<file path="src/rtl/pathtracer_pixel_assembler_if.sv">
// Pixel assembler bus: serial colour byte stream in, tagged 24-bit pixel out.
// master = the assembler; slave = the surrounding source/sink logic.
interface pathtracer_pixel_assembler_if #(
  parameter int XW = 6,
  parameter int YW = 6
);
  logic [7:0]    pxl_serial_dat;
  logic          pxl_serial_vld;
  logic          pxl_serial_rdy;
  logic [23:0]   pix_rgb;
  logic [XW-1:0] pix_x;
  logic [YW-1:0] pix_y;
  logic          pix_sof;
  logic          pix_eol;
  logic          pix_eof;
  logic          pix_vld;
  logic          pix_rdy;
  logic          frame_done;
  logic [15:0]   frame_cksum;

  modport master (
    input  pxl_serial_dat, pxl_serial_vld, pix_rdy,
    output pxl_serial_rdy, pix_rgb, pix_x, pix_y, pix_sof, pix_eol, pix_eof,
           pix_vld, frame_done, frame_cksum
  );

  modport slave (
    output pxl_serial_dat, pxl_serial_vld, pix_rdy,
    input  pxl_serial_rdy, pix_rgb, pix_x, pix_y, pix_sof, pix_eol, pix_eof,
           pix_vld, frame_done, frame_cksum
  );
endinterface

</file>
<file path="src/rtl/pathtracer_pixel_assembler.sv">
// Pathtracer pixel assembler: gathers R,G,B serial bytes into 24-bit pixels,
// tags each with raster x/y and sof/eol/eof, and presents it on a 1-deep
// registered vld/rdy output.
// Optional: define PIXEL_ASSEMBLER_CHECKSUM_EN to build the per-frame byte
// checksum on frame_cksum; otherwise frame_cksum is constant zero.
module pathtracer_pixel_assembler #(
  parameter int IMG_WIDTH  = 64,
  parameter int IMG_HEIGHT = 64,
  parameter int XW         = 6,
  parameter int YW         = 6
) (
  input  logic wb_clk_i,
  input  logic wb_rst_i,
  pathtracer_pixel_assembler_if.master bus
);

  localparam logic [XW-1:0] X_LAST = XW'(IMG_WIDTH - 1);
  localparam logic [YW-1:0] Y_LAST = YW'(IMG_HEIGHT - 1);

  typedef enum logic [1:0] {PH_R, PH_G, PH_B} phase_t;

  phase_t        r_phase, w_phase_nxt;
  logic [7:0]    r_q, r_g_q;
  logic [XW-1:0] r_x_cnt;
  logic [YW-1:0] r_y_cnt;
  logic [23:0]   r_pix_rgb;
  logic [XW-1:0] r_pix_x;
  logic [YW-1:0] r_pix_y;
  logic          r_pix_sof, r_pix_eol, r_pix_eof, r_pix_vld;
  logic          r_frame_done;

  logic w_rdy, w_acc, w_load, w_x_last, w_y_last, w_eof_now;

  // Only the B byte waits on the output register; R/G always have a hold slot.
  assign w_rdy     = (r_phase != PH_B) || !r_pix_vld || bus.pix_rdy;
  assign w_acc     = bus.pxl_serial_vld && w_rdy;
  assign w_load    = w_acc && (r_phase == PH_B);
  assign w_x_last  = (r_x_cnt == X_LAST);
  assign w_y_last  = (r_y_cnt == Y_LAST);
  assign w_eof_now = w_x_last && w_y_last;

  // Byte phase register
  always_ff @(posedge wb_clk_i) begin
    if (wb_rst_i) r_phase <= PH_R;
    else          r_phase <= w_phase_nxt;
  end

  // Byte phase next-state: advance one channel per accepted byte
  always_comb begin
    w_phase_nxt = r_phase;
    if (w_acc) begin
      case (r_phase)
        PH_R:    w_phase_nxt = PH_G;
        PH_G:    w_phase_nxt = PH_B;
        PH_B:    w_phase_nxt = PH_R;
        default: w_phase_nxt = PH_R;
      endcase
    end
  end

  // R and G hold registers
  always_ff @(posedge wb_clk_i) begin
    if (wb_rst_i) begin
      r_q   <= 8'h00;
      r_g_q <= 8'h00;
    end else if (w_acc) begin
      if (r_phase == PH_R) r_q   <= bus.pxl_serial_dat;
      if (r_phase == PH_G) r_g_q <= bus.pxl_serial_dat;
    end
  end

  // Raster counters step once per pixel loaded into the output register
  always_ff @(posedge wb_clk_i) begin
    if (wb_rst_i) begin
      r_x_cnt <= '0;
      r_y_cnt <= '0;
    end else if (w_load) begin
      if (w_x_last) begin
        r_x_cnt <= '0;
        r_y_cnt <= w_y_last ? '0 : r_y_cnt + 1'b1;
      end else begin
        r_x_cnt <= r_x_cnt + 1'b1;
      end
    end
  end

  // Output pixel register: load on B byte, otherwise drain on pix_rdy
  always_ff @(posedge wb_clk_i) begin
    if (wb_rst_i) begin
      r_pix_rgb <= '0;
      r_pix_x   <= '0;
      r_pix_y   <= '0;
      r_pix_sof <= 1'b0;
      r_pix_eol <= 1'b0;
      r_pix_eof <= 1'b0;
      r_pix_vld <= 1'b0;
    end else if (w_load) begin
      r_pix_rgb <= {r_q, r_g_q, bus.pxl_serial_dat};
      r_pix_x   <= r_x_cnt;
      r_pix_y   <= r_y_cnt;
      r_pix_sof <= (r_x_cnt == '0) && (r_y_cnt == '0);
      r_pix_eol <= w_x_last;
      r_pix_eof <= w_eof_now;
      r_pix_vld <= 1'b1;
    end else if (bus.pix_rdy) begin
      r_pix_vld <= 1'b0;
    end
  end

  // Frame done pulses the cycle after the eof pixel is handed off
  always_ff @(posedge wb_clk_i) begin
    if (wb_rst_i) r_frame_done <= 1'b0;
    else          r_frame_done <= r_pix_vld && bus.pix_rdy && r_pix_eof;
  end

`ifdef PIXEL_ASSEMBLER_CHECKSUM_EN
  logic [15:0] r_acc, r_cksum;

  // Byte checksum: snapshot and restart on the B byte of the eof pixel
  always_ff @(posedge wb_clk_i) begin
    if (wb_rst_i) begin
      r_acc   <= '0;
      r_cksum <= '0;
    end else if (w_acc) begin
      if (w_load && w_eof_now) begin
        r_cksum <= r_acc + {8'h00, bus.pxl_serial_dat};
        r_acc   <= '0;
      end else begin
        r_acc   <= r_acc + {8'h00, bus.pxl_serial_dat};
      end
    end
  end

  assign bus.frame_cksum = r_cksum;
`else
  assign bus.frame_cksum = 16'h0000;
`endif

  assign bus.pxl_serial_rdy = w_rdy;
  assign bus.pix_rgb        = r_pix_rgb;
  assign bus.pix_x          = r_pix_x;
  assign bus.pix_y          = r_pix_y;
  assign bus.pix_sof        = r_pix_sof;
  assign bus.pix_eol        = r_pix_eol;
  assign bus.pix_eof        = r_pix_eof;
  assign bus.pix_vld        = r_pix_vld;
  assign bus.frame_done     = r_frame_done;

endmodule

</file>
<file path="src/flat_wrapper.sv">
// flat-port wrapper written by rule: the top's interface ports become plain ports
module pathtracer_pixel_assembler_flat 
#(
  parameter int IMG_WIDTH  = 64,
  parameter int IMG_HEIGHT = 64,
  parameter int XW         = 6,
  parameter int YW         = 6
)
  (wb_clk_i, wb_rst_i, bus_pxl_serial_dat, bus_pxl_serial_vld, bus_pix_rdy, bus_pxl_serial_rdy, bus_pix_rgb, bus_pix_x, bus_pix_y, bus_pix_sof, bus_pix_eol, bus_pix_eof, bus_pix_vld, bus_frame_done, bus_frame_cksum);
  pathtracer_pixel_assembler_if #(.XW(XW), .YW(YW)) bus_i ();
  input  logic wb_clk_i;
  input  logic wb_rst_i;
  input wire logic [$bits(bus_i.pxl_serial_dat)-1:0] bus_pxl_serial_dat;
  input wire logic [$bits(bus_i.pxl_serial_vld)-1:0] bus_pxl_serial_vld;
  input wire logic [$bits(bus_i.pix_rdy)-1:0] bus_pix_rdy;
  output wire logic [$bits(bus_i.pxl_serial_rdy)-1:0] bus_pxl_serial_rdy;
  output wire logic [$bits(bus_i.pix_rgb)-1:0] bus_pix_rgb;
  output wire logic [$bits(bus_i.pix_x)-1:0] bus_pix_x;
  output wire logic [$bits(bus_i.pix_y)-1:0] bus_pix_y;
  output wire logic [$bits(bus_i.pix_sof)-1:0] bus_pix_sof;
  output wire logic [$bits(bus_i.pix_eol)-1:0] bus_pix_eol;
  output wire logic [$bits(bus_i.pix_eof)-1:0] bus_pix_eof;
  output wire logic [$bits(bus_i.pix_vld)-1:0] bus_pix_vld;
  output wire logic [$bits(bus_i.frame_done)-1:0] bus_frame_done;
  output wire logic [$bits(bus_i.frame_cksum)-1:0] bus_frame_cksum;
  assign bus_i.pxl_serial_dat = bus_pxl_serial_dat;
  assign bus_i.pxl_serial_vld = bus_pxl_serial_vld;
  assign bus_i.pix_rdy = bus_pix_rdy;
  assign bus_pxl_serial_rdy = bus_i.pxl_serial_rdy;
  assign bus_pix_rgb = bus_i.pix_rgb;
  assign bus_pix_x = bus_i.pix_x;
  assign bus_pix_y = bus_i.pix_y;
  assign bus_pix_sof = bus_i.pix_sof;
  assign bus_pix_eol = bus_i.pix_eol;
  assign bus_pix_eof = bus_i.pix_eof;
  assign bus_pix_vld = bus_i.pix_vld;
  assign bus_frame_done = bus_i.frame_done;
  assign bus_frame_cksum = bus_i.frame_cksum;
  pathtracer_pixel_assembler #(.IMG_WIDTH(IMG_WIDTH), .IMG_HEIGHT(IMG_HEIGHT), .XW(XW), .YW(YW)) u_core (.wb_clk_i(wb_clk_i), .wb_rst_i(wb_rst_i), .bus(bus_i));
endmodule
</file>
<file path="config.mk">
export PLATFORM = sky130hd
export DESIGN_NAME = pathtracer_pixel_assembler_flat
export DESIGN_NICKNAME = d
export VERILOG_FILES = /design/src/rtl/pathtracer_pixel_assembler_if.sv /design/src/rtl/pathtracer_pixel_assembler.sv /design/src/flat_wrapper.sv
export SDC_FILE = /design/constraint.sdc
export NUM_CORES = 1
export LEC_CHECK = 0
export CAP_MARGIN = 20
export CORE_MARGIN = 5
export CORE_UTILIZATION = 35
export CTS_BUF_LIST = sky130_fd_sc_hd__clkbuf_4
export DETAILED_ROUTE_END_ITERATION = 6
export DONT_BUFFER_PORTS = 1
export GPL_TIMING_DRIVEN = 0
export PLACE_DENSITY = 0.62
export SETUP_SLACK_MARGIN = 0.5
export SLEW_MARGIN = 20
export SYNTH_ARGS = -nofsm -noshare
export SYNTH_HDL_FRONTEND = slang
export SYNTH_SLANG_ARGS = --single-unit
</file>
<file path="constraint.sdc">
create_clock -name wb_clk_i -period 1.7 [get_ports wb_clk_i]
set_input_delay 0.255 -clock wb_clk_i [delete_from_list [all_inputs] [get_ports wb_clk_i]]
set_output_delay 0.255 -clock wb_clk_i [all_outputs]
set_load 0.02 [all_outputs]
</file>
Word level (Yosys, flattened, before mapping) --
Index checks and enable logic that the tools add are counted.
Word-level totals: input port bits 12, memories 0, bits in latches 0, ROM bits 0, flip-flop bits (word level) 71, RAM bits 0, output and inout port bits 58, word-level logic and storage cells 41
Cells by class: add/subtract/negate cells 2, multipliers 0, reduce and logical (&&, ||, !) cells 16, multiplexer cells 5, shifts and indexed selects 0, div/mod/pow operators 0, equal/unequal tests 5, bitwise gates (word level) 0, $lt $le $gt $ge 0
Operators with widths (count):
- 6-bit by 1-bit adder with 6-bit output (second input constant) | 2
- 6-bit equality test (second input constant) | 2
- 6-bit zero test | 2
- 6-bit two-way mux | 2
- 1-bit logical AND | 6
- 2-bit AND reduction | 3
- 2-bit case mux with 2 select lines | 1
- 2-bit by 1-bit equality test with 1-bit output (second input constant) | 1
- 2-bit equality test (second input constant) | 1
- 2-bit zero test | 1
- 1-bit logical OR | 2
- 1-bit two-way mux | 2
- 2-bit != test (second input constant) | 1
- 2-bit nonzero test | 1
- 1-bit zero test | 1

Depth between registers and ports, before layout --
Gate-level depths: netlist of the first run.
depth in word-level cells 6, depth in mapped cells 7, mapped depth without buffers 5

Worst setup path before layout of the first run --
Ideal clock, no wire load.
kind register -> register, start register u_core.r_pix_vld (netlist: u_core.bus.pix_vld), end register u_core.r_y_cnt[4], cell stages (with the launch flop) 7, data required time 1.579 ns, setup slack -0.057 ns, setup time 0.121 ns, data arrival time 1.636 ns, cells stage by stage dfxtp_1 -> nor2b_1 -> buf_2 -> or2_1 -> buf_6 -> nor4_1 -> mux2_2
Between the ends: longest elaborated chain between the ends 6
Ends and longest elaborated chain:
- start, declared | RTL line pathtracer_pixel_assembler.sv:29 | logic r_pix_sof, r_pix_eol, r_pix_eof, r_pix_vld;
- start signal, assigned | RTL line pathtracer_pixel_assembler.sv:96 | r_pix_vld <= 1'b0;
- start signal, assigned | RTL line pathtracer_pixel_assembler.sv:104 | r_pix_vld <= 1'b1;
- start signal, assigned | RTL line pathtracer_pixel_assembler.sv:106 | r_pix_vld <= 1'b0;
- 1-bit zero test | RTL line pathtracer_pixel_assembler.sv:35 | assign w_rdy = (r_phase != PH_B) || !r_pix_vld || bus.pix_rdy;
- 1-bit logical OR (2 in series) | RTL line pathtracer_pixel_assembler.sv:35
- 1-bit logical AND | RTL line pathtracer_pixel_assembler.sv:36 | assign w_acc = bus.pxl_serial_vld && w_rdy;
- 1-bit logical AND | RTL line pathtracer_pixel_assembler.sv:37 | assign w_load = w_acc && (r_phase == PH_B);
- 2-bit AND reduction (no line)
- end signal, assigned | RTL line pathtracer_pixel_assembler.sv:80 | r_y_cnt <= w_y_last ? '0 : r_y_cnt + 1'b1;
- end, declared | RTL line pathtracer_pixel_assembler.sv:25 | logic [YW-1:0] r_y_cnt;
No other way between the ends. A chain may end at the register's enable or synchronous reset.

Worst setup path in the final report of the first run --
start register u_core.r_pix_vld (netlist: u_core.bus.pix_vld), end register u_core.r_pix_eol (netlist: u_core.bus.pix_eol)
Between the ends: longest elaborated chain between the ends 5
Ends and longest elaborated chain:
- 1-bit zero test | RTL line pathtracer_pixel_assembler.sv:35
- 1-bit logical OR (2 in series) | RTL line pathtracer_pixel_assembler.sv:35
- 1-bit logical AND | RTL line pathtracer_pixel_assembler.sv:36
- 1-bit logical AND | RTL line pathtracer_pixel_assembler.sv:37
- end signal, assigned | RTL line pathtracer_pixel_assembler.sv:102 | r_pix_eol <= w_x_last;
- end, declared | RTL line pathtracer_pixel_assembler.sv:29
No other way between the ends.

==> results.md, run 1 <==
Clock tree:
- The maximum buffer depth of the clock tree is 2.
- The number of levels the H-tree was split into is 3.
- TritonCTS built the clock tree.
- The later pin in the worst-skew pair is clocked with a latency of 450 ps.
- The number of sinks on the clock net is 71.
- The clock-pin slew of the registers on the worst-case setup and hold paths is 120 ps.
- TritonCTS created 9 clock buffers.
- The clock root buffer is sky130_fd_sc_hd__clkbuf_4.

Pwr:
- The overall power consumption is 3.00 mW.
- The power density of the placed cells is 716 nW/um2.
- The maximum ir drop on the vdd rail is 0.212 mV.
- The reported leakage power is 1.56 nW.

Min path:
- The worst hold path depth is 2.
- The class of the worst hold path is in -> reg.
- The worst hold path begins at bus_pxl_serial_vld.
- The endpoint with the worst hold slack is u_core.r_phase[1].

Route:
- The DRC violation count after routing is 0.
- After detailed routing, the total wire length is 7.82 mm.
- For this block, the initial DRC count from the detailed router was 147.
- The number of nets with antenna violations after detailed routing is 0.
- Before antenna repair, the detailed router went through 4 iterations.
- After detailed routing, the number of vias per cell comes to 4.91.
- The count of vias placed by the detailed router is 2485.
- The detailed-route wire length per cell is 15.5 um.

Synth:
- The synthesized netlist cell count is 336.
- Yosys printed 0 warnings.
- In the synthesized netlist the async set-or-reset flop fraction comes to 0.
- In the post-synthesis netlist, the biggest area contributors are sky130_fd_sc_hd__dfxtp_1 50%, sky130_fd_sc_hd__nand2_1 10%, sky130_fd_sc_hd__a21oi_1 8.1%.
- After synthesis, the netlist uses 37 different library cells.
- Counting instances in the post-synthesis netlist gives the leading cell types as 78 x sky130_fd_sc_hd__nand2_1, 71 x sky130_fd_sc_hd__dfxtp_1, 46 x sky130_fd_sc_hd__a21oi_1, 27 x sky130_fd_sc_hd__nor2_1.
- The share of the yosys chip area belonging to registers is 0.499.
- Yosys instantiated no cell more often than sky130_fd_sc_hd__nand2_1.
- The count of flip-flops with a built-in enable after synthesis is 0.
- The synthesized area divided by synthesized cell count is 8.48 um2.
- Of the post-synthesis cell area, the dominant cell type holds 0.499.
- The synthesized flop and latch total is 71.
- In the synthesized netlist the dominant register cell turns out to be sky130_fd_sc_hd__dfxtp_1.
- The mapped cell area is 2850 um2.
- sky130_fd_sc_hd__dfxtp_1 takes more of the synthesized area than any other cell.

Timing:
- Timing would allow up to 0.584 GHz.
- Setup violations remaining at the end of the flow were counted as 2.
- The post-layout minimum cycle time is 1710 ps.
- The number of pins exceeding their max-slew limit in the final report is 0.
- The pin slew with the least headroom to its limit is 736 ps.
- The setup total negative slack is -21.3 ps.
- Hold timing on the final database bottoms out at a slack of 32.0 ps.
- Setup repair after global routing could not meet its margin everywhere.
- The normalized max-slew margin is 0.509.
- The worst setup margin is -11.6 ps.
- Across the routed clock network, the largest skew measured is 23.0 ps.
- The final period utilization is 1.01.
- The hold violation total from the final report is 0.

GRT:
- The number of antenna violations at the first check in global routing is 2.
- In the global route stage, overall resource usage came out at 0.144.
- The wire length of the first global-routing pass is 11.3 mm.
- The number of global-route vias before repair is 2260.
- Entering global routing, the biggest net connects 14 pins.
- The total global routing overflow is 0.

Setup path:
- The worst setup path is captured at a flip-flop.
- For this run, the slowest stage of the critical path takes 390 ps.
- The category of the critical setup timing path is reg -> reg.
- For the worst setup path, the data arrival time is 2020 ps.
- The minimum setup slack among reg-to-reg paths is -10 ps.
- The kind of cell adding the most delay to the critical path is buffers and inverters.
- For the worst setup path, the data required time is 2000 ps.
- Counting cells, the worst reg-to-reg path comes to 9.
- The slowest stage of the critical path belongs to the cell sky130_fd_sc_hd__dfxtp_4.
- Together, buffers and inverters on the worst path number 5.
- The reg-to-reg startpoint is u_core.bus.pix_vld.
- The type of element launching the critical path is a flip-flop.
- The signal on the critical path passes through nor2b_4, buf_6, or2_4, buf_6, buf_12, buf_12, clkbuf_16, a21oi_2, nor2_1.
- The maximum fanout along the worst path is 6.
- The endpoint identified for the worst register-to-register timing path is u_core.bus.pix_eol.

Floorplan:
- In this run the vertical extent of the chip is 100 um.
- For this configuration, the core starts out at a cell density of 0.352.
- The horizontal extent of the die is 100 um.
- The total number of placement rows is 33.
- For this design the top-level I/O count stands at 70.
- The floorplan step defined a core boundary enclosing 8090 um2.
- The area of the die is 10000 um2.

Placed design:
- Detailed placement ended at an HPWL of 4.78 mm.
- Once placement finished, the instance area stood at 3080 um2.
- The number of instances in the placed design is 456.
- OpenSTA, run right after detailed placement, puts the worst setup slack at -62.5 ps.
- The congestion estimate from routability-driven global placement came to 0.805.
- The total of buffers placed on input and output ports is 0.

Layout:
- The number of nets at the end of the flow is 410.
- Of the cells placed in the final design, the portion with a size suffix greater than 1 is 0.521.
- The layout-stage area growth over the synthesis result is 46.9%.
- The post-layout utilization of the core is 0.517.
- The number of non-filler instances in the completed layout is 506.
- The area of all placed cells without fillers is 4180 um2.

Job:
- The tool flagged a number of max-cap violations equal to 0.

Status:
- The run finished, with violations left.
- The final reports fail on negative setup slack.
==> cell families after synthesis <==
kind of cell | after synthesis | synth area share
AO/OA/AOI/OAI | 55 | 0.104
other | 1 | 0.00132
buffers and inverters | 44 | 0.0826
adder cells (fa/ha/maj) | 4 | 0.0176
multiplexers | 18 | 0.0637
flip-flops | 71 | 0.499
AND/OR/NAND/NOR | 140 | 0.223
XOR/XNOR | 3 | 0.00922
==> state kept, by name (all words and copies together) (netlist names) <==
name                   cells
u_core.r_y_cnt             6
u_core.r_phase             2
u_core.r_q                 8
u_core.r_g_q               8
u_core.r_x_cnt             6
u_core.bus.pix_eol         1
u_core.bus.pix_sof         1
u_core.bus.pix_eof         1
u_core.bus.pix_rgb        24
u_core.bus.pix_x           6
u_core.bus.pix_vld         1
u_core.bus.pix_y           6
u_core.bus.frame_done      1
==> power by group <==
part	internal, mW	switching [mW]
logic	0.142	0.179
clock network	0.302	0.640
registers	1.70	0.0381
total	2.14	0.857
==> repair_timing <==
| action | CTS | global route |
|---|---|---|
| pin swaps | 15 | 70 |
| setup endpoints to repair | 74 | 81 |
| resized for setup | 39 | 165 |
| hold buffers | 10 | 0 |
| hold endpoints to repair | 26 | 0 |
| cloned | 2 | 2 |
| buffers inserted | 11 | 7 |
==> worst max path at each step <==
stage / startpoint / end / slack (ps) / cells past startpoint
floorplan: u_core.bus.pix_vld / u_core.r_y_cnt[4] / 30 / 6
global placement: u_core.bus.pix_vld / u_core.r_y_cnt[4] / -70 / 6
detailed placement: u_core.bus.pix_vld / u_core.r_y_cnt[4] / -60 / 6
CTS: u_core.bus.pix_vld / u_core.r_y_cnt[5] / -20 / 6
global route: u_core.bus.pix_vld / u_core.r_y_cnt[5] / -70 / 6
finish: u_core.bus.pix_vld / u_core.bus.pix_eol / -10 / 9
==> routing by layer <==
| layer | global-route usage | share of wire | vias to the layer above | wire length [um] |
|---|---|---|---|---|
| met1 | 0.181 | 0.42 | 1182 | 3290 |
| met2 | 0.220 | 0.48 | 69 | 3780 |
| li1 | - | - | 1220 | - |
| met3 | 0.0507 | 0.077 | 14 | 606 |
| met4 | 0.0684 | 0.019 | 0 | 146 |
| met5 | 0 | 0 | - | 0 |
==> area by class of cell <==
class | count | area [um2]
tap | 105 | 131
clock inverter | 7 | 50.0
timing repair buffer | 32 | 348
fill | 713 | 3910
sequential | 71 | 1480
antenna | 2 | 5.00
clock buffer | 9 | 67.6
buffer | 37 | 323
inverter | 7 | 26.3
multi-input combinational | 236 | 1750
==> placed cells by master, fill, tap and decap left out, drive strengths merged, types with 3 or more instances in the layout <==
cell type     n
clkbuf       22
clkinv        7
nand2        78
ha            4
nand3        10
a311oi        3
nor4          5
a21oi        46
dlygate4sd3  10
conb         16
nor2         27
dfxtp        71
nand3b        3
xnor2         3
buf          46
mux2i        17
inv           7
No activity file was read; power rests on OpenSTA's default activity.
==> run 2, diff against run 1 <==
CORE_MARGIN = 3   (was 5)
HOLD_SLACK_MARGIN = 0.06   (was not set)
==> run 2 against run 1 <==
Combinational power rose by 2%. Critical path type unchanged. Largest power group unchanged. Utilization grew 0.59 points. Clock skew down 6.0 ps. Sequential share of layout area increased by 0.54 points. The run still ends with negative setup slack left. Sequential power barely moved. First-iteration DRC count is 22% lower. Critical path depth fell by 3. Largest cell class unchanged.
==> results.md, run 2 (synthesis results as in run 1) <==
Timing:
- The post-layout minimum cycle time is 1710 ps (about the same).
- The number of pins exceeding their max-slew limit in the final report came to 0 (unchanged).
- The hold violation total from the final report was 0 (unchanged).
- The setup total negative slack is -8.37 ps (was -21.3 ps).
- The final period utilization is 1.00 (was 1.01).
- The normalized max-slew margin is 0.575 (was 0.509).
- The largest clock skew in the final design is 16.9 ps (was 23.0 ps).
- The pin slew with the least headroom to its limit came to 638 ps (was 736 ps).
- The worst setup margin was -7.26 ps (was -11.6 ps).
- Unrepaired setup endpoints after global routing: true (unchanged).
- The final count of negative-setup-slack endpoints is 2 (unchanged).
- The top achievable clock speed is 0.586 GHz (was 0.584 GHz).

Setup path:
- The arrival time at the worst endpoint came to 2070 ps (was 2020 ps).
- The endpoint class of the critical path is a flip-flop (unchanged).
- The maximum fanout along the worst path is 6 (unchanged).
- The most used cell along the critical path is sky130_fd_sc_hd__buf_6.
- The type of element launching the critical path is a flip-flop (unchanged).
- Crit path cell chain: nor2b_4, buf_6, or2_4, buf_6, or4b_4, a31oi_1 (was nor2b_4, buf_6, or2_4, buf_6, buf_12, buf_12, clkbuf_16, a21oi_2, nor2_1).
- The required time of the worst setup path is 2060 ps (was 2000 ps).
- The capture instance of the worst register-to-register path is u_core.r_y_cnt[5] (was u_core.bus.pix_eol).
- The kind of cell adding the most delay to the critical path is simple AND/OR/NAND/NOR gates (was buffers and inverters).
- The cell type of the slowest stage on the worst timing path is sky130_fd_sc_hd__or4b_4 (was sky130_fd_sc_hd__dfxtp_4).
- The number of buffers and inverters on the critical path is 2 (was 5).
- The depth of the worst register-to-register path is 6 (was 9).
- The minimum setup slack among reg-to-reg paths is -7 ps (was -10 ps).
- The reg-to-reg startpoint is u_core.bus.pix_vld (unchanged).
- The largest stage delay on the critical path was 480 ps (was 390 ps).
- The category of the critical setup timing path is reg -> reg (unchanged).

Floorplan:
- The placeable core region was 7810 um2 (was 8090 um2).
- The horizontal extent of the die was 96.2 um (was 100 um).
- The overall die height is 96.2 um (was 100 um).
- The effective utilization at floorplan is 0.365 (was 0.352).
- The total number of placement rows is 32 (was 33).
- The area of the die is 9260 um2 (was 10000 um2).
- The boundary pin count is 70 (unchanged).

Clock tree:
- The number of buffers created by CTS is 9 (unchanged).
- The number of sinks on the clock net came to 71 (unchanged).
- The CTS tree is built (unchanged).
- The maximum buffer depth of the clock tree is 2 (unchanged).
- The clock-pin slew of the registers on the worst-case setup and hold paths is 120 ps (about the same).
- The number of levels the H-tree was split into was 3 (unchanged).
- The clock root buffer is sky130_fd_sc_hd__clkbuf_4 (unchanged).
- The latest clock arrival within the worst-skew pair was 440 ps (was 450 ps).

Layout:
- The layout-stage area growth over the synthesis result was 43.3% (was 46.9%).
- The fraction of layout instances using a drive strength above 1 is 0.417 (was 0.521).
- The sequential cell area was 1470 um2 (was 1480 um2).
- The area of all placed cells without fillers is 4080 um2 (was 4180 um2).
- The number of nets at the end of the flow was 419 (was 410).
- The multi-input gate area in the final layout came to 1550 um2 (was 1750 um2).
- The flip-flop count of the largest register, all copies and words added is 24 (unchanged).
- The most common cell after layout, fill and taps aside is sky130_fd_sc_hd__nand2_1 (was sky130_fd_sc_hd__dfxtp_2).
- Commonest cells after routing, fill and taps aside: 61 x sky130_fd_sc_hd__nand2_1, 38 x sky130_fd_sc_hd__dfxtp_1, 30 x sky130_fd_sc_hd__buf_4, 30 x sky130_fd_sc_hd__dfxtp_2, 28 x sky130_fd_sc_hd__a21oi_1 (was 41 x sky130_fd_sc_hd__dfxtp_2, 38 x sky130_fd_sc_hd__nand2_1, 37 x sky130_fd_sc_hd__a21oi_2).
- The count of fill cells added during filler insertion is 686 (was 713).
- The number of non-filler instances in the completed layout is 511 (was 506).

Route:
- The number of nets with antenna violations after detailed routing is 0 (unchanged).
- The initial detailed-routing violation count was 115 (was 147).
- The detailed-route wire length per cell came to 15.6 um (was 15.5 um).
- The via-per-instance ratio was 4.98 (was 4.91).
- The DRC violation count after routing came to 0 (unchanged).
- The count of vias placed by the detailed router is 2547 (was 2485).
- The routed wire length is 7.99 mm (was 7.82 mm).
- The first-pass detailed-route iteration total is 4 (unchanged).

Placed design:
- The post-detailed-placement half-perimeter wirelength came to 4.69 mm (was 4.78 mm).
- The total of buffers placed on input and output ports is 0 (unchanged).
- The placed standard-cell area came to 3070 um2 (was 3080 um2).
- The number of instances in the placed design came to 453 (was 456).
- The setup slack after placement is -72.5 ps (was -62.5 ps).
- The routability congestion estimate came to 0.835 (was 0.805).

GRT:
- The total global routing overflow is 0 (unchanged).
- The total routing resource utilization after global routing is 0.170 (was 0.144).
- The number of global-route vias before repair came to 2330 (was 2260).
- The wire length of the first global-routing pass is 11.8 mm (was 11.3 mm).
- The pin count of the biggest net entering global routing was 14 (unchanged).
- The number of antenna violations at the first check in global routing was 1 (was 2).

Pwr:
- The maximum ir drop on the vdd rail is 0.311 mV (was 0.212 mV).
- The overall power consumption was 3.15 mW (was 3.00 mW).
- The power density of the placed cells is 771 nW/um2 (was 716 nW/um2).
- The reported leakage power is 1.64 nW (was 1.56 nW).

Job:
- The number of max-capacitance violations reported was 0 (unchanged).

Min path:
- The start point of the worst hold path is bus_pxl_serial_vld (unchanged).
- The worst hold path depth was 2 (unchanged).
- The class of the worst hold path is in -> reg (unchanged).
- The endpoint with the worst hold slack is u_core.r_phase[1] (unchanged).

Status:
- Violations in the final reports: negative setup slack (unchanged).
- Run status: finished, violations left (unchanged).
-- run 2: cell types whose count changed in the layout (fill, tap and decap cells not counted), sizes merged --
cell,previous run,this run
diode,2,1
clkbuf,22,23
bufinv,0,1
dlymetal6s4s,0,1
clkinvlp,0,2
inv,7,8
clkinv,7,3
buf,46,54
dlygate4sd3,10,9
-- run 2: how the worst max path moves through the flow --
stage / to / depth (start not counted) / from / slack [ps]
2_1_floorplan: u_core.r_y_cnt[4] / 6 / u_core.bus.pix_vld / 30
3_3_place_gp: u_core.r_y_cnt[4] / 6 / u_core.bus.pix_vld / -60
3_5_place_dp: u_core.r_x_cnt[5] / 6 / u_core.bus.pix_vld / -70
4_1_cts: u_core.r_y_cnt[5] / 6 / u_core.bus.pix_vld / 4
5_1_grt: u_core.r_y_cnt[0] / 4 / u_core.r_y_cnt[1] / -60
6_report: u_core.r_y_cnt[5] / 6 / u_core.bus.pix_vld / -7
-- run 2: through the flow --
stage	utilization	hold slack, ps
6_report	0.523	168
2_1_floorplan	-	375
3_3_place_gp	0.393	378
3_5_place_dp	0.393	382
4_1_cts	0.470	196
5_1_grt	0.523	180
-- run 2: layer usage --
metal | vias to the layer above | track usage | part of all wire
met4 | 0 | 0.0652 | 0.019
met5 | - | 0 | 0
met2 | 76 | 0.269 | 0.48
met3 | 16 | 0.0618 | 0.074
met1 | 1225 | 0.210 | 0.42
li1 | 1230 | - | -
-- run 2: final cells by class --
cell class | count | area share
multi-input combinational | 236 | 0.378
sequential | 71 | 0.360
timing repair buffer | 41 | 0.108
buffer | 37 | 0.0803
tap | 102 | 0.0313
clock inverter | 7 | 0.0178
clock buffer | 9 | 0.0165
inverter | 7 | 0.00644
antenna | 1 | 0.000613
-- run 2: power by group --
group	switching [mW]	leakage [nW]	internal [mW]
Sequential	0.0399	0.592	1.70
Combinational	0.177	0.975	0.151
Clock	0.636	0.0723	0.449
-- run 2: worst register-to-register path: stages, from the launching register on --
cell and delay [ps]:
sky130_fd_sc_hd__dfxtp_4 390, sky130_fd_sc_hd__nor2b_4 130, sky130_fd_sc_hd__buf_6 120, sky130_fd_sc_hd__or2_4 250, sky130_fd_sc_hd__buf_6 130, sky130_fd_sc_hd__or4b_4 480, sky130_fd_sc_hd__a31oi_1 140
-- run 2: repair_timing --
item | 4_1_cts | 5_1_grt
endpoints found under the setup margin | 70 | 91
hold endpoints to repair | 27 | 0
cloned | 5 | 4
gates resized for setup | 41 | 118
hold buffers | 10 | 0
pin swaps | 12 | 11
buffers inserted | 17 | 5
==> run 3, diff against run 2 <==
--- a/config.mk
+++ b/config.mk
@@ -8,5 +8,5 @@
 export CAP_MARGIN = 20
 export CORE_MARGIN = 3
-export CORE_UTILIZATION = 35
+export CORE_UTILIZATION = 25
 export CTS_BUF_LIST = sky130_fd_sc_hd__clkbuf_4
 export DETAILED_ROUTE_END_ITERATION = 6
@@ -14,5 +14,5 @@
 export GPL_TIMING_DRIVEN = 0
 export HOLD_SLACK_MARGIN = 0.06
-export PLACE_DENSITY = 0.62
+export PLACE_DENSITY = 0.51
 export SETUP_SLACK_MARGIN = 0.5
 export SLEW_MARGIN = 20
==> constraint.sdc (replaced) <==
create_clock -name wb_clk_i -period 1.7 [get_ports wb_clk_i]
set_input_delay 0.255 -clock wb_clk_i [delete_from_list [all_inputs] [get_ports wb_clk_i]]
set_output_delay 0.255 -clock wb_clk_i [all_outputs]
set_load 0.1 [all_outputs]
==> run 3 against run 2 <==
The flow still finishes with violations (negative setup slack). Combinational power up 37%. Routed wire length about the same. Non-clock buffer count fell by 15. Sequential power is essentially flat. Critical path depth shrank 3. Critical endpoint is now bus_pxl_serial_rdy. Largest cell class unchanged.
==> results.md, run 3 (synthesis results as in run 1) <==
GRT:
- The pin count of the biggest net entering global routing is 16 (was 14).
- The number of antenna violations at the first check in global routing is 1 (unchanged).
- The number of global-route vias before repair is 2310 (was 2330).
- The wire length of the first global-routing pass came to 12.2 mm (was 11.8 mm).
- The total global routing overflow was 0 (unchanged).
- The total routing resource utilization after global routing came to 0.119 (was 0.170).

Route:
- The initial detailed-routing violation count is 150 (was 115).
- The number of nets with antenna violations after detailed routing came to 0 (unchanged).
- The via-per-instance ratio is 4.51 (was 4.98).
- The routed wire length was 8.00 mm (was 7.99 mm).
- The DRC violation count after routing is 0 (unchanged).
- The first-pass detailed-route iteration total is 4 (unchanged).
- The count of vias placed by the detailed router is 2408 (was 2547).
- The detailed-route wire length per cell came to 15.0 um (was 15.6 um).

Layout:
- The area of all placed cells without fillers is 4260 um2 (was 4080 um2).
- The layout-stage area growth over the synthesis result is 49.6% (was 43.3%).
- The fraction of layout instances using a drive strength above 1 was 0.494 (was 0.417).
- The most common cell after layout, fill and taps aside is sky130_fd_sc_hd__dfxtp_4 (was sky130_fd_sc_hd__nand2_1).
- The post-layout utilization of the core is 0.388 (was 0.523).
- The count of fill cells added during filler insertion is 1081 (was 686).
- The number of nets at the end of the flow is 404 (was 419).
- The number of non-filler instances in the completed layout was 534 (was 511).
- The flip-flop count of the largest register, all copies and words added is 24 (unchanged).
- Commonest cells after routing, fill and taps aside: 42 x sky130_fd_sc_hd__dfxtp_4, 39 x sky130_fd_sc_hd__nand2_1, 35 x sky130_fd_sc_hd__a21oi_2 (was 61 x sky130_fd_sc_hd__nand2_1, 38 x sky130_fd_sc_hd__dfxtp_1, 30 x sky130_fd_sc_hd__buf_4, 30 x sky130_fd_sc_hd__dfxtp_2, 28 x sky130_fd_sc_hd__a21oi_1).

Floorplan:
- The area of the die was 12700 um2 (was 9260 um2).
- The placeable core region is 11000 um2 (was 7810 um2).
- The overall die height came to 113 um (was 96.2 um).
- The total number of placement rows is 38 (was 32).
- The horizontal extent of the die is 113 um (was 96.2 um).
- The effective utilization at floorplan is 0.259 (was 0.365).
- The boundary pin count is 70 (unchanged).

Placed design:
- The setup slack after placement is -617 ps (was -72.5 ps).
- The post-detailed-placement half-perimeter wirelength is 5.14 mm (was 4.69 mm).
- The number of instances in the placed design is 491 (was 453).
- The routability congestion estimate is 0.769 (was 0.835).
- The placed standard-cell area was 3150 um2 (was 3070 um2).
- The total of buffers placed on input and output ports is 0 (unchanged).

Setup path:
- The capture instance of the worst register-to-register path is u_core.r_phase[1] (was u_core.r_y_cnt[5]).
- The required time of the worst setup path was 1440 ps (was 2060 ps).
- The endpoint class of the critical path is a primary output (was flip-flop).
- The minimum setup slack among reg-to-reg paths is -600 ps (was -7 ps).
- The maximum fanout along the worst path came to 3 (was 6).
- The kind of cell adding the most delay to the critical path is simple AND/OR/NAND/NOR gates (unchanged).
- The reg-to-reg startpoint is u_core.bus.pix_vld (unchanged).
- The type of element launching the critical path is a flip-flop (unchanged).
- The number of buffers and inverters on the critical path is 1 (was 2).
- The cell type of the slowest stage on the worst timing path was sky130_fd_sc_hd__nand3b_1 (was sky130_fd_sc_hd__or4b_4).
- The arrival time at the worst endpoint is 2120 ps (was 2070 ps).
- The largest stage delay on the critical path was 800 ps (was 480 ps).
- The depth of the worst register-to-register path came to 4 (was 6).
- The category of the critical setup timing path is reg -> out (was reg -> reg).
- Crit path cell chain: nor2b_4, buf_6, nand3b_1 (was nor2b_4, buf_6, or2_4, buf_6, or4b_4, a31oi_1).

Clock tree:
- The CTS tree is built (unchanged).
- The maximum buffer depth of the clock tree is 2 (unchanged).
- The number of levels the H-tree was split into is 3 (unchanged).
- The clock root buffer is sky130_fd_sc_hd__clkbuf_4 (unchanged).
- The clock-pin slew of the registers on the worst-case setup and hold paths is 130 ps (was 120 ps).
- The number of sinks on the clock net came to 71 (unchanged).
- The number of buffers created by CTS is 9 (unchanged).
- The latest clock arrival within the worst-skew pair was 440 ps (about the same).

Timing:
- The final period utilization is 1.39 (was 1.00).
- The final count of negative-setup-slack endpoints is 51 (was 2).
- The top achievable clock speed is 0.422 GHz (was 0.586 GHz).
- The pin slew with the least headroom to its limit was 1140 ps (was 638 ps).
- The setup total negative slack is -13270 ps (was -8.37 ps).
- The post-layout minimum cycle time is 2370 ps (was 1710 ps).
- The hold violation total from the final report is 0 (unchanged).
- The final hold slack came to 206 ps (was 168 ps).
- The worst setup margin was -670 ps (was -7.26 ps).
- The largest clock skew in the final design is 17.2 ps (was 16.9 ps).
- Unrepaired setup endpoints after global routing: true (unchanged).
- The normalized max-slew margin was 0.241 (was 0.575).
- The number of pins exceeding their max-slew limit in the final report is 0 (unchanged).

Pwr:
- The overall power consumption is 3.19 mW (was 3.15 mW).
- The power density of the placed cells is 748 nW/um2 (was 771 nW/um2).
- The reported leakage power is 1.57 nW (was 1.64 nW).
- The maximum ir drop on the vdd rail is 0.281 mV (was 0.311 mV).

Status:
- Violations in the final reports: negative setup slack (unchanged).
- Run status: finished, violations left (unchanged).

Min path:
- The endpoint with the worst hold slack was u_core.r_phase[1] (unchanged).
- The worst hold path depth is 2 (unchanged).
- The class of the worst hold path is in -> reg (unchanged).
- The start point of the worst hold path is bus_pxl_serial_vld (unchanged).

Job:
- The number of max-capacitance violations reported is 0 (unchanged).
## run 3: changes by cell type in the layout (fill, tap and decap cells not counted), moves of 5 or more
cell	change
sky130_fd_sc_hd__nand2_4	+20
sky130_fd_sc_hd__dfxtp_2	-27
sky130_fd_sc_hd__buf_4	-6
sky130_fd_sc_hd__dfxtp_4	+39
sky130_fd_sc_hd__buf_12	+5
sky130_fd_sc_hd__a21oi_1	-17
sky130_fd_sc_hd__a21oi_2	+17
sky130_fd_sc_hd__buf_6	-10
sky130_fd_sc_hd__dfxtp_1	-12
sky130_fd_sc_hd__nand2_1	-22
sky130_fd_sc_hd__nand3_1	+5
## run 3: report_power, final
group	internal, mW	leakage, nW	switching, mW
Clock	0.325	0.0644	0.693
Combinational	0.144	0.896	0.305
Sequential	1.64	0.609	0.0836
## run 3: final cells by class
class / count / area (um2) / share of cell area
Timing Repair Buffer: 26 / 335 / 0.0787
Multi-Input combinational cell: 236 / 1690 / 0.397
Sequential cell: 71 / 1580 / 0.371
Buffer: 37 / 323 / 0.0757
Tap cell: 140 / 175 / 0.0411
Clock buffer: 9 / 67.6 / 0.0158
Antenna cell: 1 / 2.50 / 0.000587
Inverter: 7 / 26.3 / 0.00616
Clock inverter: 7 / 58.8 / 0.0138
## run 3: worst max path at each step
stage / from / endpoint / slack (ps) / depth (start not counted)
after CTS: u_core.bus.pix_vld / bus_pxl_serial_rdy / -700 / 3
after detailed placement: u_core.bus.pix_vld / u_core.r_phase[1] / -620 / 4
after global routing: u_core.bus.pix_vld / bus_pxl_serial_rdy / -740 / 3
final: u_core.bus.pix_vld / bus_pxl_serial_rdy / -670 / 3
after floorplan: u_core.bus.pix_vld / u_core.r_phase[1] / -470 / 4
after global placement: u_core.bus.pix_vld / u_core.r_phase[1] / -610 / 4
## run 3: repair_timing
action                                 CTS  global route
setup buffers                            5             6
pin swaps                                7             9
endpoints found under the hold margin   27             0
hold buffers                            10             0
setup endpoints to repair              111           108
gates cloned                             0             5
resized for setup                       99           138
## run 3: worst register-to-register path, stage by stage (launching register included)
cell and delay, ps:
sky130_fd_sc_hd__dfxtp_4 560, sky130_fd_sc_hd__nor2b_4 210, sky130_fd_sc_hd__buf_6 110, sky130_fd_sc_hd__nand3b_1 800
sky130_fd_sc_hd__a311oi_1 510
## run 3: metal layers
layer,GRT usage,share of wire,vias to the layer above
met5,0,0,-
met4,0.0393,0.0096,0
met3,0.0524,0.078,7
met2,0.186,0.47,56
met1,0.148,0.44,1146
li1,-,-,1199
==> RTL change 1: new RTL, settings of run 1 <==
`YW` is set to 6 in 3 places; all go to 12.
--- a/src/rtl/pathtracer_pixel_assembler_if.sv
+++ b/src/rtl/pathtracer_pixel_assembler_if.sv
@@ -2,7 +2,7 @@
 // master = the assembler; slave = the surrounding source/sink logic.
 interface pathtracer_pixel_assembler_if #(
   parameter int XW = 6,
-  parameter int YW = 6
+  parameter int YW = 12
 );
   logic [7:0]    pxl_serial_dat;
   logic          pxl_serial_vld;
--- a/src/rtl/pathtracer_pixel_assembler.sv
+++ b/src/rtl/pathtracer_pixel_assembler.sv
@@ -7,7 +7,7 @@
   parameter int IMG_WIDTH  = 64,
   parameter int IMG_HEIGHT = 64,
   parameter int XW         = 6,
-  parameter int YW         = 6
+  parameter int YW         = 12
 ) (
   input  logic wb_clk_i,
   input  logic wb_rst_i,
--- a/src/flat_wrapper.sv
+++ b/src/flat_wrapper.sv
@@ -4,7 +4,7 @@
   parameter int IMG_WIDTH  = 64,
   parameter int IMG_HEIGHT = 64,
   parameter int XW         = 6,
-  parameter int YW         = 6
+  parameter int YW         = 12
 )
   (wb_clk_i, wb_rst_i, bus_pxl_serial_dat, bus_pxl_serial_vld, bus_pix_rdy, bus_pxl_serial_rdy, bus_pix_rgb, bus_pix_x, bus_pix_y, bus_pix_sof, bus_pix_eol, bus_pix_eof, bus_pix_vld, bus_frame_done, bus_frame_cksum);
   pathtracer_pixel_assembler_if #(.XW(XW), .YW(YW)) bus_i ();
Interface: changed (resized bus_pix_y); port bits go from 70 to 76. The function was not compared with the original's and may differ.
==> RTL change 1 against run 1 <==
The run still ends with negative setup slack left. Wire length up 25%. Cell area up 14%. Area after synthesis up 18%. Total power up 19%. Non-clock buffer count up 7. Clock skew down 9.5 ps. Worst setup slack worse by 290 ps. First-iteration DRC count down 11%. Sequential cell count up 12. Combinational power up 9.1%. Largest cell class unchanged.
==> RTL change 1: results (changes against run 1) <==
** Global routing
- Via count of the first global-routing pass :: 2818 (was 2260)
- The largest net degree at the start of global routing is 16 (was 14).
- The overall global routing resource usage came to 15.9% (was 14.4%).
- The met3 usage in global routing came to 6.48% (was 5.07%).
- Met1 layer usage reported by global route :: 18.8% (was 18.1%)
- The global routing met2 resource utilization is 25.4% (was 22.0%).
- The global-route wire length before repair came to 14400 um (was 11300 um).
- The initial antenna violation count came to 1 (was 2).

** Logic synthesis
- The async set-reset flop share out of synthesis came to 0% (unchanged).
- Average footprint of a synthesized cell :: 8.36 sq um (was 8.48 sq um)
- Top cell types by occurrence after synthesis :: 95 x nand2_1, 83 x dfxtp_1, 55 x a21oi_1 (was 78 x nand2_1, 71 x dfxtp_1, 46 x a21oi_1)
- Top post-synthesis cells by area: dfxtp_1 50%, nand2_1 11%, a21oi_1 8.2%, mux2i_1 4.8%, buf_4 3.6% (was dfxtp_1 50%, nand2_1 10%, a21oi_1 8.1%, mux2i_1 6.0%, buf_4 4.2%).
- Seq/Total Area, Yosys :: 49.6% (was 49.9%)
- Post-synth EDFFs :: 0 (unchanged)

** Critical path
- Crit Reg-Reg Endpoint :: u_core.r_y_cnt[7]$_SDFFE_PP0P_ (was u_core.bus.pix_eol$_SDFFE_PP0P_)
- Length in cells of the worst reg-to-reg path :: 6 (was 9)
- The maximum net fanout on the critical path came to 8 (was 6).
- The arrival time reported for the critical path endpoint is 2380 ps (was 2020 ps).

** Worst hold path
- Min-Delay Startpoint :: bus_pix_rdy (was bus_pxl_serial_vld)
- The worst min-delay path endpoint is u_core.bus.pix_vld$_SDFFE_PP0P_ (was u_core.r_phase[1]$_SDFFE_PP0N_).

** Route
- The first-pass detailed-route iteration total is 6 (was 4).
- The violation count after the first detailed-routing iteration came to 131 (was 147).
- Wire length per cell :: 16.4 um (was 15.5 um)

** Placed design
- The cell count after placement is 545 (was 456).
- The total placed instance area is 3590 sq um (was 3080 sq um).
- DP Wirelength :: 6060 um (was 4780 um)
- The final estimated routing congestion in global placement is 0.796 (was 0.805).

** STA
- The final setup slack of the worst path was -300 ps (was -11.6 ps).
- Measured slew at the worst slew-check pin :: 801 ps (was 736 ps)
- The number of failing setup endpoints in the final timing report is 60 (was 2).
- The final clock skew came to 13.5 ps (was 23.0 ps).

** Power and ir drop
- The highest ir drop seen on vdd is 0.000407 V (was 0.000212 V).
- The reported leakage power came to 2.06 nW (was 1.56 nW).

** Layout
- Layout cells sized above 1 :: 46.0% (was 52.1%)
- The fill cell instance count of the final layout is 816 (was 713).
- The final design instance area without fill is 4790 sq um (was 4180 sq um).
- Total Nets Final :: 478 (was 410)
- Non-filler instance count after layout :: 597 (was 506)

** Clocking
- Clock transition at the registers of the reported paths :: 140 ps (was 120 ps)

** Run status
- Violated checks: negative setup slack (unchanged).
- Outcome :: finished with violations (unchanged)
[RTL change 1: worst max-delay path, stage by stage (launching register included)]
cell and delay (ps):
dfxtp_4 400, nor2b_4 130, buf_6 110, or4_4 510
buf_6 150, or4b_4 480, a21oi_2 150
[RTL change 1: power by group]
part	switching, mW	total [mW]	internal [mW]
logic	0.196	0.349	0.153
clock network	0.736	1.19	0.456
registers	0.0562	2.03	1.98
total	0.988	3.58	2.59
[RTL change 1: metal layers]
layer	vias to the layer above	share of wire [%]
met5	-	0
met4	0	1.8
met3	14	8.2
met2	82	51
met1	1421	39
li1	1455	-
[RTL change 1: cell families after synthesis]
logic type / count (synthesis) / synth area share (%)
buf+inv: 48 / 7.24
compound gates: 71 / 11.4
xor+xnor: 4 / 1.05
other cells: 1 / 0.112
fa+ha+maj: 4 / 1.49
flops: 83 / 49.6
mux: 16 / 4.78
simple gates: 174 / 24.3
[RTL change 1: stage by stage]
| step | hold slack [ps] | TNS (ps) |
|---|---|---|
| 2_1_floorplan | 375 | -1110 |
| 3_3_place_gp | 379 | -10930 |
| 3_5_place_dp | 392 | -10880 |
| 4_1_cts | 3.42 | -2860 |
| 5_1_grt | 41.1 | -13770 |
| 6_report | 29.6 | -9800 |
[RTL change 1: cell type report]
class | instances | area share (%)
Antenna cell | 1 | 0.0523
Buffer | 41 | 7.76
Clock buffer | 9 | 1.41
Clock inverter | 7 | 1.59
Inverter | 7 | 0.549
Multi-Input combinational cell | 285 | 40.6
Sequential cell | 83 | 36.5
Tap cell | 129 | 3.37
Timing Repair Buffer | 35 | 8.18
[RTL change 1: worst max-delay path by stage]
stage                                           endpoint  cells after the start                            start  slack [ps]
final                     u_core.r_y_cnt[7]$_SDFFE_PP0P_                      6  u_core.bus.pix_vld$_SDFFE_PP0P_        -300
after global placement    u_core.r_y_cnt[7]$_SDFFE_PP0P_                      6  u_core.bus.pix_vld$_SDFFE_PP0P_        -340
after floorplan           u_core.r_y_cnt[7]$_SDFFE_PP0P_                      6  u_core.bus.pix_vld$_SDFFE_PP0P_        -240
after CTS                 u_core.r_y_cnt[7]$_SDFFE_PP0P_                      6  u_core.bus.pix_vld$_SDFFE_PP0P_        -280
after global routing      u_core.r_y_cnt[7]$_SDFFE_PP0P_                      6  u_core.bus.pix_vld$_SDFFE_PP0P_        -360
after detailed placement  u_core.r_y_cnt[7]$_SDFFE_PP0P_                      6  u_core.bus.pix_vld$_SDFFE_PP0P_        -340
[RTL change 1: repair_timing]
item                                    in CTS  in global routing
gates resized for setup                    108                126
endpoints found under the hold margin       27                  0
hold buffers                                10                  0
pin swaps                                   13                 40
endpoints found under the setup margin      97                110
cloned                                       1                  4
setup buffers                               16                  4
==> RTL change 2: new RTL, flow settings as in run 1 <==
Made on the original files. The 3 values of `phase_t` get a one-hot encoding in 3 bits.
--- a/src/rtl/pathtracer_pixel_assembler.sv
+++ b/src/rtl/pathtracer_pixel_assembler.sv
@@ -17,7 +17,7 @@
   localparam logic [XW-1:0] X_LAST = XW'(IMG_WIDTH - 1);
   localparam logic [YW-1:0] Y_LAST = YW'(IMG_HEIGHT - 1);
 
-  typedef enum logic [1:0] {PH_R, PH_G, PH_B} phase_t;
+  typedef enum logic [2:0] {PH_R = 3'b001, PH_G = 3'b010, PH_B = 3'b100} phase_t;
 
   phase_t        r_phase, w_phase_nxt;
   logic [7:0]    r_q, r_g_q;
Behaviour: no difference found for any inputs over 10 cycles, from zero or initial values and one cycle with wb_rst_i high; not proved beyond that.
==> RTL change 2 against run 1 <==
Area after synthesis up 1.8%. Worst setup slack improved by 180 ps. Critical path depth shrank 4. Sequential share of layout area increased by 1.7 points. Largest power group unchanged. Sequential cell count grew 1. Cell area decreased by 5.3%. Total power up 2.6%. Wire length grew 1.1%.
==> RTL change 2: results (changes against run 1) <==
** Run status
- Outcome: finished clean (was finished with violations).

** Clocking
- Clock Tree Root :: clkbuf_4 (unchanged)
- The clock transition at the registers of the reported paths came to 120 ps (about the same).
- The number of buffers on the longest clock path came to 2 (unchanged).
- Clock latency on the worst-skew pair :: 430 ps (was 450 ps)
- Cts bufs inserted :: 9 (unchanged)
- The deepest level of the CTS H-tree is 3 (unchanged).

** Logic synthesis
- Fraction of synthesized cell area in xor and xnor cells :: 0.604% (was 0.922%)
- The count of cell types in the netlist was 37 (unchanged).
- The compound-gate portion of the synthesized area was 14.1% (was 10.4%).
- Seq/Total Area, Yosys :: 49.7% (was 49.9%)
- Synth Area in Adders :: 1.72% (was 1.76%)
- Top post-synthesis cells by area :: dfxtp_1 50%, nand2_1 15%, a21oi_1 11%, buf_4 4.1%, clkbuf_1 1.9% (was dfxtp_1 50%, nand2_1 10%, a21oi_1 8.1%, mux2i_1 6.0%, buf_4 4.2%)
- The number of warnings printed during yosys synthesis is 0 (unchanged).
- Top cell types by occurrence after synthesis: 115 x nand2_1, 72 x dfxtp_1, 66 x a21oi_1 (was 78 x nand2_1, 71 x dfxtp_1, 46 x a21oi_1).
- The async set-reset flop share out of synthesis came to 0% (unchanged).
- Mux contribution to synthesized area :: 0.690% (was 6.37%)
- Most used flip-flop cell after synthesis :: dfxtp_1 (unchanged)

** STA
- Final setup violation count :: 0 (was 2)
- Fraction of the cycle the final worst path needs :: 90.3% (was 101%)
- The relative slew slack is 48.9% (was 50.9%).
- Final worst clock skew :: 11.6 ps (was 23.0 ps)

** Layout
- Layout cells sized above 1 :: 33.9% (was 52.1%)
- The flip-flop count of the largest register, all copies and words added was 24 (unchanged).
- The fill cell instance count of the final layout was 780 (was 713).
- The layout net count was 427 (was 410).

** Global routing
- Total global-route track usage :: 15.2% (was 14.4%)
- The global-route wire length before repair came to 12100 um (was 11300 um).
- The largest net degree at the start of global routing came to 14 (unchanged).
- Via count of the first global-routing pass :: 2342 (was 2260)
- The initial antenna violation count came to 0 (was 2).

** Placed design
- Count of input and output buffers :: 0 (unchanged)
- The final estimated routing congestion in global placement was 0.818 (was 0.805).
- DP Wirelength :: 5210 um (was 4780 um)
- Area of placed instances :: 3160 sq um (was 3080 sq um)
- The post-place setup slack is 65.8 ps (was -62.5 ps).

** Route
- TritonRoute pass-1 iters :: 5 (was 4)
- The average vias per placed instance is 4.99 (was 4.91).
- Detailed router's first-iteration violation count :: 107 (was 147)
- The total wire length is 7910 um (was 7820 um).

** Critical path
- The slack of the worst reg-to-reg path came to 170 ps (was -10 ps).
- The maximum net fanout on the critical path is 8 (was 6).
- Critical Path AT :: 1890 ps (was 2020 ps)

** Power and ir drop
- The highest ir drop seen on vdd is 0.000385 V (was 0.000212 V).
- Static leakage :: 1.53 nW (was 1.56 nW)

** Worst hold path
- The class of the worst hold path was input port to flop (unchanged).
==> RTL change 2: changes by cell type after synthesis, moves of 4 or more <==
cell            run 1  this run
or3_1               0         4
o21ai_0             1         6
mux2i_1            17         2
nand2_1            78       115
nor2_1             27         7
a21oi_1            46        66
==> RTL change 2: final cells by class <==
class | instances | area, sq um | share of cell area [%]
diodes | 1 | 2.50 | 0.0632
clock buffers | 10 | 75.1 | 1.89
multi-input cells | 261 | 1570 | 39.6
repair buffers | 23 | 273 | 6.88
inverters | 5 | 18.8 | 0.474
well taps | 105 | 131 | 3.32
flip-flops and latches | 72 | 1470 | 37.2
clock inverters | 6 | 68.8 | 1.74
plain buffers | 39 | 349 | 8.81
==> RTL change 2: metrics by stage <==
step | std cells | hold slack, ps | util, %
5_1_grt | 521 | 8.20 | 48.7
6_report | 522 | 22.7 | 48.7
4_1_cts | 518 | 7.06 | 44.4
3_3_place_gp | 482 | 394 | 38.8
2_1_floorplan | 377 | 391 | -
3_5_place_dp | 482 | 399 | 38.8
==> RTL change 2: kinds of logic (layout without fill, tap and decap cells) <==
group,count (synthesis),count (layout)
simple gates,159,159
mux,2,2
compound gates,78,78
buf+inv,44,83
xor+xnor,2,2
other cells,1,17
flops,72,72
fa+ha+maj,4,4
==> RTL change 2: where the power goes <==
part / total (mW) / internal, mW / switching (mW)
Combinational: 0.236 / 0.0956 / 0.141
Clock: 1.11 / 0.472 / 0.642
Sequential: 1.72 / 1.71 / 0.0168
==> RTL change 2: worst paths after layout <==
check / startpoint / to / cells past startpoint
setup / recovery: u_core.r_phase[1]$_SDFFE_PP0N_ / u_core.r_y_cnt[5]$_SDFFE_PP0P_ / 5
hold / removal: bus_pix_rdy / u_core.bus.frame_done$_SDFF_PP0_ / 1
setup reg to reg: u_core.r_phase[1]$_SDFFE_PP0N_ / u_core.r_y_cnt[5]$_SDFFE_PP0P_ / 5
hold reg to reg: u_core.r_q[1]$_SDFFE_PP0P_ / u_core.bus.pix_rgb[17]$_SDFFE_PP0P_ / 2
==> RTL change 2: repair_timing <==
action	4_1_cts	5_1_grt
pin swaps	8	25
cloned	1	2
endpoints found under the setup margin	72	82
buffers inserted	10	1
gates resized for setup	36	92
hold buffers	9	0
endpoints found under the hold margin	26	0
==> RTL change 2: per-layer routing <==
| metal | up-vias | track usage (%) | routed length [um] |
|---|---|---|---|
| li1 | 1269 | - | - |
| met1 | 1220 | 19.1 | 3380 |
| met2 | 95 | 23.1 | 3570 |
| met3 | 22 | 5.74 | 723 |
| met4 | 0 | 6.95 | 238 |
| met5 | - | 0 | 0 |
==> RTL change 2: worst max-delay path, cell delays in order (launching register included) <==
cell	delay [ps]
dfxtp_4	400
and4bb_4	390
nand4_4	90
buf_6	150
or3_1	310
a21oi_1	120
